## config.mk

```make
export PLATFORM = sky130hd
export DESIGN_NAME = matmul_sequencer
export DESIGN_NICKNAME = d
export VERILOG_FILES = /design/src/rtl/matmul_sequencer.sv
export SDC_FILE = /design/constraint.sdc
export NUM_CORES = 1
export LEC_CHECK = 0
export BUFFER_PORTS_ARGS = -buffer_cell sky130_fd_sc_hd__buf_2
export CORE_MARGIN = 2
export CORE_UTILIZATION = 45
export DETAILED_ROUTE_END_ITERATION = 8
export GPL_TIMING_DRIVEN = 1
export PLACE_DENSITY = 0.73
export REMOVE_ABC_BUFFERS = 1
export SLEW_MARGIN = 20
export SYNTH_ARGS = -nofsm -noshare
export SYNTH_HDL_FRONTEND = slang
export SYNTH_SLANG_ARGS = --single-unit
```

## constraint.sdc

```tcl
create_clock -name clk -period 2.1 [get_ports clk]
set_clock_uncertainty 0.2 [all_clocks]
set_input_delay 0.21 -clock clk [delete_from_list [all_inputs] [get_ports clk]]
set_output_delay 0.21 -clock clk [all_outputs]
set_load 0.02 [all_outputs]
```

## src/rtl/matmul_sequencer.sv

```systemverilog
// Sequences one NxN matrix product (row-major A and B) through a shared MAC.
// Optional stall counter output enabled by defining MATMUL_SEQ_STALL_CNT_EN.
module matmul_sequencer #(
  parameter int N       = 3,
  parameter int ADDR_W  = 4,
  parameter int IDX_W   = 2,
  parameter int MAC_LAT = 1
) (
  input  logic              clk,
  input  logic              aclr,
  input  logic              start,
  input  logic              abort,
  output logic              busy,
  output logic              done,
  output logic              rd_en,
  output logic [ADDR_W-1:0] a_addr,
  output logic [ADDR_W-1:0] b_addr,
  output logic              mac_en,
  output logic              acc_clr,
  output logic              acc_last,
  output logic              res_valid,
  input  logic              res_ready,
  output logic [IDX_W-1:0]  res_row,
  output logic [IDX_W-1:0]  res_col
`ifdef MATMUL_SEQ_STALL_CNT_EN
  ,
  output logic [15:0]       stall_cycles
`endif
);

  typedef enum logic [2:0] {IDLE, ISSUE, DRAIN, RESULT, DONE} state_t;

  localparam int DW = (MAC_LAT > 1) ? $clog2(MAC_LAT) : 1;

  state_t           state;
  logic [IDX_W-1:0] i, j, k;
  logic [DW-1:0]    dcnt;
  logic             k_first, k_last, kill;

  assign k_first = (k == '0);
  assign k_last  = (k == IDX_W'(N-1));
  assign kill    = abort && (state != IDLE);

  assign busy      = (state != IDLE);
  assign done      = (state == DONE);
  assign rd_en     = (state == ISSUE);
  assign res_valid = (state == RESULT);
  assign a_addr    = rd_en ? ADDR_W'(32'(i) * N + 32'(k)) : '0;
  assign b_addr    = rd_en ? ADDR_W'(32'(k) * N + 32'(j)) : '0;
  assign res_row   = res_valid ? i : '0;
  assign res_col   = res_valid ? j : '0;

  always_ff @(posedge clk) begin
    if (aclr) begin
      state    <= IDLE;
      i        <= '0;
      j        <= '0;
      k        <= '0;
      dcnt     <= '0;
      mac_en   <= 1'b0;
      acc_clr  <= 1'b0;
      acc_last <= 1'b0;
    end else begin
      // Term flags trail the read by the fixed one-cycle memory latency;
      // an abort flushes them so the MAC never sees a stray enable.
      mac_en   <= rd_en && !kill;
      acc_clr  <= rd_en && k_first && !kill;
      acc_last <= rd_en && k_last && !kill;
      if (kill) begin
        state <= IDLE;
        i     <= '0;
        j     <= '0;
        k     <= '0;
        dcnt  <= '0;
      end else begin
        case (state)
          IDLE: if (start) begin
            state <= ISSUE;
            i     <= '0;
            j     <= '0;
            k     <= '0;
          end
          ISSUE: if (k_last) begin
            k     <= '0;
            dcnt  <= '0;
            state <= DRAIN;
          end else begin
            k <= k + IDX_W'(1);
          end
          DRAIN: if (dcnt == DW'(MAC_LAT-1)) state <= RESULT;
                 else dcnt <= dcnt + DW'(1);
          RESULT: if (res_ready) begin
            if (32'(j) < N-1) begin
              j     <= j + IDX_W'(1);
              state <= ISSUE;
            end else if (32'(i) < N-1) begin
              j     <= '0;
              i     <= i + IDX_W'(1);
              state <= ISSUE;
            end else begin
              state <= DONE;
            end
          end
          DONE: begin
            state <= IDLE;
            i     <= '0;
            j     <= '0;
          end
          default: state <= IDLE;
        endcase
      end
    end
  end

`ifdef MATMUL_SEQ_STALL_CNT_EN
  always_ff @(posedge clk) begin
    if (aclr)
      stall_cycles <= '0;
    else if (state == IDLE && start)
      stall_cycles <= '0;
    else if (res_valid && !res_ready && stall_cycles != 16'hFFFF)
      stall_cycles <= stall_cycles + 16'd1;
  end
`endif

endmodule

```

==> results of run 1 <==
## layer usage
metal	up-vias	part of all wire [%]	track usage [%]
met4	0	1.3	3.333
li1	408	-	-
met1	385	41	28.47
met3	6	7.5	7.308
met5	-	0	0
met2	38	50	35.41
## cell families after synthesis
logic type	Yosys count
AOI/OAI and AO/OA	14
adders and majority gates	13
buffers and inverters	12
and+or+nand+nor	45
DFF	12
## layout make-up
type	instances	area (µm²)
Fill cell	158	565.5
Timing Repair Buffer	39	280.3
Inverter	7	28.78
Sequential cell	12	245.2
Multi-Input combinational cell	72	571.8
Tap cell	25	31.28
Clock buffer	3	22.52
## final timing paths
kind / endpoint / depth (start not counted) / start / slack, ns
hold / removal: j[1]$_SDFFE_PP0P_ / 3 / res_ready / 0.05
setup / recovery: a_addr[2] / 7 / i[0]$_SDFFE_PP0P_ / -0.45
hold reg to reg: j[0]$_SDFFE_PP0P_ / 2 / j[0]$_SDFFE_PP0P_ / 0.37
setup reg to reg: mac_en$_SDFF_PP0_ / 3 / state[1]$_SDFFE_PP0P_ / 0.30
## stage by stage
step / TNS [ns] / hold WS, ns
floorplan: -0.4816 / 0.08679
global placement: -0.3220 / 0.2380
detailed placement: -0.4826 / 0.2428
CTS: -1.613 / 0.04351
global route: -1.989 / 0.06863
finish: -1.636 / 0.05335
## layout by cell type, fill, tap and decap left out, types with 2 or more instances in the layout
cell and instances:
dlygate4sd3_1 3, and2_1 9, dfxtp_2 4, and2_4 2, a21oi_1 6, clkbuf_4 3, fa_1 4, a31oi_1 2
buf_4 13, ha_1 7, nor3_1 8, a41oi_1 2, dfxtp_1 8, inv_1 3, nand4b_1 2, nor2_1 4
nand2b_1 2, inv_2 3, and3_1 3, o21ai_0 2, buf_2 17, buf_6 6, nand3_1 4, nand2_1 5
## sequential cells by signal, indices dropped and copies added (netlist names)
register  count
acc_last      1
j             2
state         3
k             2
mac_en        1
acc_clr       1
i             2
## repair_timing
item                       CTS  global route
hold buffers                 3             0
buffers inserted             1             2
setup endpoints to repair    7            10
pin swaps                    4             2
gates cloned                 0             0
resized for setup           24             3
hold endpoints to repair     2             0
## power breakdown
group          switching (mW)  internal (mW)  leakage, nW
clock network          0.0763         0.0664       0.0138
registers             0.00706          0.234       0.0990
logic                  0.0534         0.0383        0.456
total                   0.137          0.339        0.569
## worst reg2reg max path: cells and delay by family, from the launching register on
| kind | cells | cell delay (ns) |
|---|---|---|
| flops | 1 | 0.40 |
| simple gates | 2 | 0.60 |
| buf+inv | 1 | 0.55 |
==> results.md, run 1 <==
* Largest delay share family, worst path: adder cells
* RePlAce Congestion at 0.8101
* Synth async-reset ratio at 0%
* Residual DRC count at 0
* CP required at 1.69 ns
* Dpl ws at -0.2232 ns
* Sequential area share after synthesis at 28.40%
* Post-synthesis compound-gate area fraction at 10.95%
* Antenna-violating nets left at 0
* Num ports at 24
* Synth warn at 0
* DP Cell Count at 149
* Failing checks: negative setup slack
* Tightest Pin Transition at 0.5129 ns
* Mapped Avg Cell Area at 8.811 µm²
* Post-layout util at 67.60%
* Crit path max fanout at 2
* Die Area at 0.002243 mm²
* Final slew viol count at 0
* Largest net degree at the start of global routing at 14
* Fraction of layout cells with a size suffix above 1 at 42.11%
* CORE AREA at 0.001745 mm²
* EDFF count, synth at 0
* Most frequent cell after synthesis: dfxtp_1
* Worst setup EP type: output pin
* Peak VDD IR at 0.3590 mV
* Final number of setup-violating endpoints at 6
* Synth Area in XOR/XNOR at 0%
* CTS H-tree lvls at 1
* Max Cap Viol at 0
* Largest family of logic cells by synthesized area: simple AND/OR/NAND/NOR gates
* GR Overflow Total at 0
* Nets at 153
* Number of port buffers at 23
* Num rows at 15
* Gate count of the mapped netlist at 96
* Crit path kind: register to output pin
* Synth Area in Adders at 22.78%
* Mapped Area at 845.8 µm²
* Class of the worst hold path: primary input to register
* Tot Pwr at 0.4754 mW
* Total GRT Usage at 21.76%
* CTS tree: built
* Antenna diode count at 0
* Post-DP HPWL at 1482 µm
* Clock transition at the registers of the reported paths at 0.07 ns
* DRT iter0 DRCs at 18
* Synth cell types at 28
* Final hold violation count at 0
* PD cells at 402.9 mW/mm²
* Placed Area at 0.001035 mm²
* Top cell type's share of synthesized area at 28.40%
* Worst rel slew slack at 65.45%
* Clock Path Buffers at 2
* Post-synthesis mux area share at 0%
* Buffers & Inverters on Critical Path at 3
* Synth area leaders: dfxtp_1 (28%), ha_1 (13%), fa_1 (9.5%)
* First-pass GRT wire length at 3332 µm
* Initial DRT Pass Iterations at 5
* Via/cell ratio at 5.297
* Die Wd at 47.36 µm
* Final Instance Area at 0.001180 mm²
* Top FF cell, synth: dfxtp_1
* Num CTS Buffers at 3
* Initial antenna violation count at 0
* Avg WL per Cell at 13.66 µm
* Starting Density at 48.46%
* Simple-Gate Fraction of Synth Area at 30.92%
* Cell Chain, Critical Path: inv_2, fa_1, inv_2, ha_4, fa_1, and2_4, buf_6
* Peak Freq at 392.5 MHz
* Vias in the first global route at 734
* Leakage at 0.5690 nW
* Fin crit share at 121.3%
* Setup ws final at -0.4475 ns
* Largest area contributor in the netlist: dfxtp_1
* Die Height at 47.36 µm
* Vias after detailed routing at 837
* Period minus WS final at 2.548 ns
* DRT Wirelength at 2158 µm
* Clock sink count at 12
* Outcome: complete, but fails checks
* Seq cells post-synth at 12
* Startpoint type of the worst setup path: register
* Clk_lat worst skew at 0.27 ns
* CP max stage delay at 0.54 ns
* Root Buffer: clkbuf_4
* Final cell count without fillers at 158
* Critical path arrival at 2.14 ns
* Area Growth Syn to Fin at 39.50%
* Commonest cells post-synth: dfxtp_1 (12), and2_1 (11), ha_1 (9), nor3_1 (8)
* CP max-delay cell: fa_1
* RSZ-0062 raised after global routing: yes
Note: power is estimated with default switching activity, not from simulation.
==> run 2: changes to the inputs <==
RECOVER_POWER = 50   (was not set)
==> run 2 against run 1 <==
Compared with the run above: the flow still finishes with violations (negative setup slack); clock-buffer cell count is the same; hold slack lost 0.00062 ns; sequential cell count is the same; core utilization shrank 0.22 points; critical path type unchanged; worst setup slack is essentially flat; critical endpoint unchanged; register-to-register slack is essentially flat; die area is the same; global-route usage is the same; first-iteration DRC count is the same; final cell count is the same; sequential share of layout area grew 0.066 points.
==> results.md, run 2 (synthesis gave the netlist of run 1 again) <==
* Outcome: complete, but fails checks
* Failing checks: negative setup slack
* Final hold violation count at 0 (unchanged)
* Tightest Pin Transition at 0.5227 ns (+0.009850 ns)
* Clk_lat worst skew at 0.27 ns (about the same)
* Number of port buffers at 23 (unchanged)
* Residual DRC count at 0 (unchanged)
* Starting Density at 48.46% (unchanged)
* Peak Freq at 392.5 MHz (about the same)
* CTS H-tree lvls at 1 (unchanged)
* Final slew viol count at 0 (unchanged)
* Top Layer Used: met4
* DRT Wirelength at 2168 µm (+0.46%)
* Class of the worst hold path: primary input to register
* Post-DP HPWL at 1482 µm (unchanged)
* Initial antenna violation count at 0 (unchanged)
* RSZ-0062 raised after global routing: yes
* Clock Path Buffers at 2 (unchanged)
* CP required at 1.69 ns (about the same)
* Wl on met1 at 909 µm (+1.8%)
* Initial DRT Pass Iterations at 4 (-1)
* Period minus WS final at 2.548 ns (+0.0002510 ns)
* Via/cell ratio at 5.278 (-0.36%)
* DRT iter0 DRCs at 18 (unchanged)
* Final cell count without fillers at 158 (unchanged)
* Antenna diode count at 0 (unchanged)
* Num rows at 15 (unchanged)
* Setup ws final at -0.4478 ns (-0.0002510 ns)
* Most common cell after layout, fill and taps aside: buf_2
* R2R setup slack at 0.30 ns (about the same)
* CP max-delay cell: fa_1
* Worst setup EP type: output pin
* Die Height at 47.36 µm (unchanged)
* Post-layout util at 67.38% (-0.22 points)
* First-pass GRT wire length at 3332 µm (unchanged)
* Antenna-violating nets left at 0 (unchanged)
* Smallest hold slack at 0.05273 ns (-0.0006220 ns)
* Num CTS Buffers at 3 (unchanged)
* Fraction of layout cells with a size suffix above 1 at 39.85% (-2.3 points)
* Final number of setup-violating endpoints at 6 (unchanged)
* Largest Register: state
* Met3 wire len at 165 µm (+2.5%)
* Root Buffer: clkbuf_4
* PD cells at 404.0 mW/mm² (+0.27%)
* Dpl ws at -0.2232 ns (unchanged)
* Die Wd at 47.36 µm (unchanged)
* Total GRT Usage at 21.76% (unchanged)
* Fin crit share at 121.3% (about the same)
* Most frequent cells in the layout: buf_2 (14), buf_4 (13), and2_1 (9), nor3_1 (8), dfxtp_1 (8)
* Vias in the first global route at 734 (unchanged)
* Leakage at 0.5561 nW (-2.3%)
* Worst rel slew slack at 64.78% (-0.66 points)
* Critical path arrival at 2.14 ns (about the same)
* Cell Chain, Critical Path: inv_2, fa_1, inv_2, ha_4, fa_1, and2_4, buf_6
* Peak VDD IR at 0.3588 mV (about the same)
* Die Area at 0.002243 mm² (unchanged)
* CP max stage delay at 0.54 ns (about the same)
* RePlAce Congestion at 0.8101 (unchanged)
* Nets at 153 (unchanged)
* Vias after detailed routing at 834 (-0.36%)
* Crit path max fanout at 2 (unchanged)
* CORE AREA at 0.001745 mm² (unchanged)
* Clock transition at the registers of the reported paths at 0.07 ns (about the same)
* GR Overflow Total at 0 (unchanged)
* Area Growth Syn to Fin at 39.05%
* # fillers at 161 (+1.9%)
* Avg WL per Cell at 13.72 µm (+0.46%)
* Startpoint type of the worst setup path: register
* Met2 wire len at 1079 µm (+0.28%)
* Clock sink count at 12 (unchanged)
* DP Cell Count at 149 (unchanged)
* Largest net degree at the start of global routing at 14 (unchanged)
* CTS tree: built
* Crit path kind: register to output pin
* Max Cap Viol at 0 (unchanged)
* Num ports at 24 (unchanged)
* Largest register FFs at 3 (unchanged)
-- run 2: cell count changes in the layout (fill, tap and decap cells not counted), sizes merged --
| cell | before | now |
|---|---|---|
| buf | 36 | 33 |
| clkbuf | 3 | 6 |
-- run 2: where the power goes --
part	internal, mW	switching [mW]
Combinational	0.0379	0.0533
Sequential	0.234	0.00723
Clock	0.0665	0.0764
-- run 2: repair_timing --
action,4_1_cts,5_1_grt
pin swaps,4,2
endpoints found under the hold margin,2,0
hold buffers,3,0
setup buffers,1,2
setup endpoints to repair,7,10
resized for setup,24,3
-- run 2: worst max-delay path: cells and delay by family, from the launching register on --
| family | cells | cell delay (ns) |
|---|---|---|
| adders and majority gates | 3 | 1.18 |
| DFF | 1 | 0.34 |
| buffers and inverters | 3 | 0.20 |
| and+or+nand+nor | 1 | 0.14 |
-- run 2: final timing paths --
| path | from | to | cells after the start |
|---|---|---|---|
| setup / recovery | i[0]$_SDFFE_PP0P_ | a_addr[2] | 7 |
| hold / removal | res_ready | j[1]$_SDFFE_PP0P_ | 3 |
| setup reg to reg | state[1]$_SDFFE_PP0P_ | mac_en$_SDFF_PP0_ | 3 |
| hold reg to reg | j[0]$_SDFFE_PP0P_ | j[0]$_SDFFE_PP0P_ | 2 |
-- run 2: layout make-up --
cell class	count	area (µm²)	share of cell area, %
multi-input cells	72	571.8	48.62
inverters	7	28.78	2.447
repair buffers	39	276.5	23.51
well taps	25	31.28	2.660
clock buffers	3	22.52	1.915
flip-flops and latches	12	245.2	20.85
-- run 2: metrics by stage --
step                      area [µm²]  power, mW  TNS (ns)
after floorplan                813.3     0.2962   -0.4816
after global placement          1035     0.3249   -0.3220
after detailed placement        1035     0.3273   -0.4826
after CTS                       1157     0.4751    -1.613
after global routing            1176     0.5073    -1.989
final                           1176     0.4752    -1.637
-- run 2: routing by layer --
metal	vias up	global-route usage [%]
li1	407	-
met1	388	28.47
met2	37	35.41
met3	2	7.308
met4	0	3.333
met5	-	0
==> run 3: changes to the inputs <==
ABC_AREA = 1   (was not set)
PLACE_DENSITY = 0.72   (was 0.73)
SLEW_MARGIN = not set   (was 20)
==> run 3 against run 2 <==
Compared with the run above: the flow still finishes with violations (negative setup slack); highest routed layer unchanged; critical endpoint unchanged; critical path depth up 1; sequential power up 14%; non-clock buffer count rose by 2.
==> results.md, run 3 <==
* Outcome: complete, but fails checks
* Failing checks: negative setup slack
* Combinational power share at 46.1% (+27 points)
* Post-DP HPWL at 1541 µm (+4.0%)
* Crit path max fanout at 2 (unchanged)
* Final hold violation count at 0 (unchanged)
* Top cell type's share of synthesized area at 25.33% (-3.1 points)
* Startpoint type of the worst setup path: register
* Top FF cell, synth: dfxtp_1
* Most common cell after layout, fill and taps aside: nor2_1
* Nets at 196 (+28%)
* First-pass GRT wire length at 3539 µm (+6.2%)
* Vias in the first global route at 850 (+16%)
* Hold buffer count at CTS at 0 (-3)
* Fin crit share at 126.0% (+4.7 points)
* Net Sw Power at 0.3281 mW (+140%)
* Final number of setup-violating endpoints at 6 (unchanged)
* Commonest cells post-synth: inv_1 (29), nor2_1 (27), nand2_1 (17), dfxtp_1 (12), ha_1 (9)
* Max Cap Viol at 0 (unchanged)
* Class of the worst hold path: primary input to register
* GR Overflow Total at 0 (unchanged)
* RSZ-0062 raised after global routing: yes
* Gate count of the mapped netlist at 132 (+38%)
* Crit path kind: register to output pin
* Most frequent cell after synthesis: inv_1
* Clock Path Buffers at 2 (unchanged)
* Initial DRT Pass Iterations at 4 (unchanged)
* Residual DRC count at 0 (unchanged)
* Vias after detailed routing at 921 (+10%)
* Final slew viol count at 0 (unchanged)
* DRT Wirelength at 2057 µm (-5.1%)
* Clock sink count at 12 (unchanged)
* RePlAce Congestion at 0.7376 (-8.9%)
* Fraction of layout cells with a size suffix above 1 at 40.68% (+0.83 points)
* Final cell count without fillers at 204 (+29%)
* Root Buffer: clkbuf_4
* Via/cell ratio at 4.515 (-14%)
* Num ports at 24 (unchanged)
* Synth cell types at 22 (-21%)
* PD cells at 645.3 mW/mm² (+60%)
* Critical path arrival at 2.24 ns (+0.10 ns)
* Clock Power Share at 21.9% (-8.2 points)
* Tightest Pin Transition at 0.5612 ns (+0.03851 ns)
* Worst setup EP type: output pin
* Die Height at 49.91 µm (+5.4%)
* Synth async-reset ratio at 0% (unchanged)
* Mapped Area at 948.4 µm² (+12%)
* R2r startpoint: state[1]$_SDFFE_PP0P_
* Area Growth Syn to Fin at 40.63%
* Critical path launch point: i[1]$_SDFFE_PP0P_
* Clk_lat worst skew at 0.28 ns (about the same)
* Antenna-violating nets left at 0 (unchanged)
* Total GRT Usage at 18.64% (-3.1 points)
* Synth area leaders: dfxtp_1 (25%), ha_1 (12%), inv_1 (11%)
* Antenna diode count at 0 (unchanged)
* CP required at 1.69 ns (about the same)
* Post-layout util at 67.30% (-0.085 points)
* Period minus WS final at 2.646 ns (+0.09817 ns)
* Sw frac at 38.12% (+9.3 points)
* Die Wd at 49.91 µm (+5.4%)
* Die Area at 0.002491 mm² (+11%)
* Largest area contributor in the netlist: dfxtp_1
* Most frequent cells in the layout: nor2_1 (28), inv_1 (21), nand2_1 (18), buf_4 (18), buf_2 (12)
* # fillers at 177 (+9.9%)
* Setup ws final at -0.5460 ns (-0.09817 ns)
* Hold path start: start
* Seq cells post-synth at 12 (unchanged)
* Num rows at 16 (+1)
* Worst rel slew slack at 62.45% (-2.3 points)
* Starting Density at 47.85% (-0.61 points)
* Largest net degree at the start of global routing at 11 (-3)
* Sequential area share after synthesis at 25.33% (-3.1 points)
* Avg WL per Cell at 10.08 µm (-27%)
* CORE AREA at 0.001982 mm² (+14%)
* Peak VDD IR at 0.4899 mV (+37%)
* Peak Freq at 377.9 MHz (-3.7%)
* Num CTS Buffers at 3 (unchanged)
* Initial antenna violation count at 0 (unchanged)
* Largest Register: state
* Number of port buffers at 23 (unchanged)
* Largest register FFs at 3 (unchanged)
* Internal cell power at 0.5326 mW (+57%)
* Power share of the sequential group at 32.0% (-19 points)
* CTS H-tree lvls at 1 (unchanged)
* CTS tree: built
* DP Cell Count at 191 (+28%)
* Mapped Avg Cell Area at 7.185 µm² (-18%)
* EDFF count, synth at 0 (unchanged)
* Leakage at 0.7061 nW (+27%)
* Synth warn at 0 (unchanged)
* Clock transition at the registers of the reported paths at 0.08 ns (about the same)
* DRT iter0 DRCs at 21 (+3)
-- run 3: cell count changes in the layout (fill, tap and decap cells not counted), moves of 5 or more --
cell and delta:
nor2_1 +24, inv_1 +18, nand2_1 +13, and2_1 -9, inv_2 +7, nor3_1 -6, buf_4 +5
-- run 3: critical path, stage by stage, from the launching register on --
cell,delay (ns)
dfxtp_2,0.34
inv_2,0.04
fa_1,0.57
inv_2,0.06
ha_4,0.15
fa_1,0.51
inv_1,0.05
nor2_1,0.09
buf_4,0.15
-- run 3: cell type report --
type                       count  area (µm²)  share of cell area (%)
timing repair buffer          41       289.0                   21.67
tap                           27       33.78                   2.533
sequential                    12       244.0                   18.29
clock buffer                   4       36.28                   2.720
multi-input combinational     87       604.3                   45.31
inverter                      33       126.4                   9.475
-- run 3: cells by family after synthesis --
| logic type | Yosys count | share of synthesized area (%) |
|---|---|---|
| adder cells (fa/ha/maj) | 13 | 20.32 |
| AND/OR/NAND/NOR | 66 | 36.41 |
| buffers and inverters | 33 | 13.32 |
| AO/OA/AOI/OAI | 8 | 4.616 |
| flip-flops | 12 | 25.33 |
-- run 3: power groups by stage --
stage | Combinational, mW | Clock, mW | Sequential (mW)
2_1_floorplan | 0.215 | 0 | 0.288
3_3_place_gp | 0.314 | 0 | 0.276
3_5_place_dp | 0.321 | 0 | 0.278
4_1_cts | 0.406 | 0.191 | 0.274
5_1_grt | 0.447 | 0.203 | 0.278
6_report | 0.397 | 0.189 | 0.275
-- run 3: per-stage QoR --
stage | hold WS (ns) | cell area (µm²) | TNS, ns | power, mW | worst slack, ns
floorplan | 0.1748 | 948.4 | -0.5173 | 0.5030 | -0.3318
global placement | 0.2972 | 1165 | -0.3298 | 0.5895 | -0.1749
detailed placement | 0.2993 | 1165 | -0.5147 | 0.5981 | -0.2599
CTS | 0.01413 | 1364 | -1.927 | 0.8703 | -0.4990
global route | 0.05502 | 1334 | -2.604 | 0.9281 | -0.5964
finish | 0.02997 | 1334 | -1.842 | 0.8607 | -0.5460
-- run 3: routing by layer --
| layer | track usage, % | up-vias | part of all wire, % |
|---|---|---|---|
| li1 | - | 484 | - |
| met1 | 21.91 | 410 | 46 |
| met2 | 34.44 | 23 | 49 |
| met3 | 2.727 | 4 | 3.7 |
| met4 | 5.556 | 0 | 1.0 |
| met5 | 0 | - | 0 |
-- run 3: path summary, 6_finish.rpt --
path         slack, ns  cells after the start               endpoint
min               0.03                      4      k[1]$_SDFFE_PP0P_
min reg2reg       0.31                      2      j[0]$_SDFFE_PP0P_
max              -0.55                      8              a_addr[2]
max reg2reg       0.01                      7  state[2]$_SDFFE_PP0P_
-- run 3: repair_timing --
item	in CTS	in global routing
gates resized for setup	27	5
setup buffers	11	2
setup endpoints to repair	6	7
pin swaps	7	5
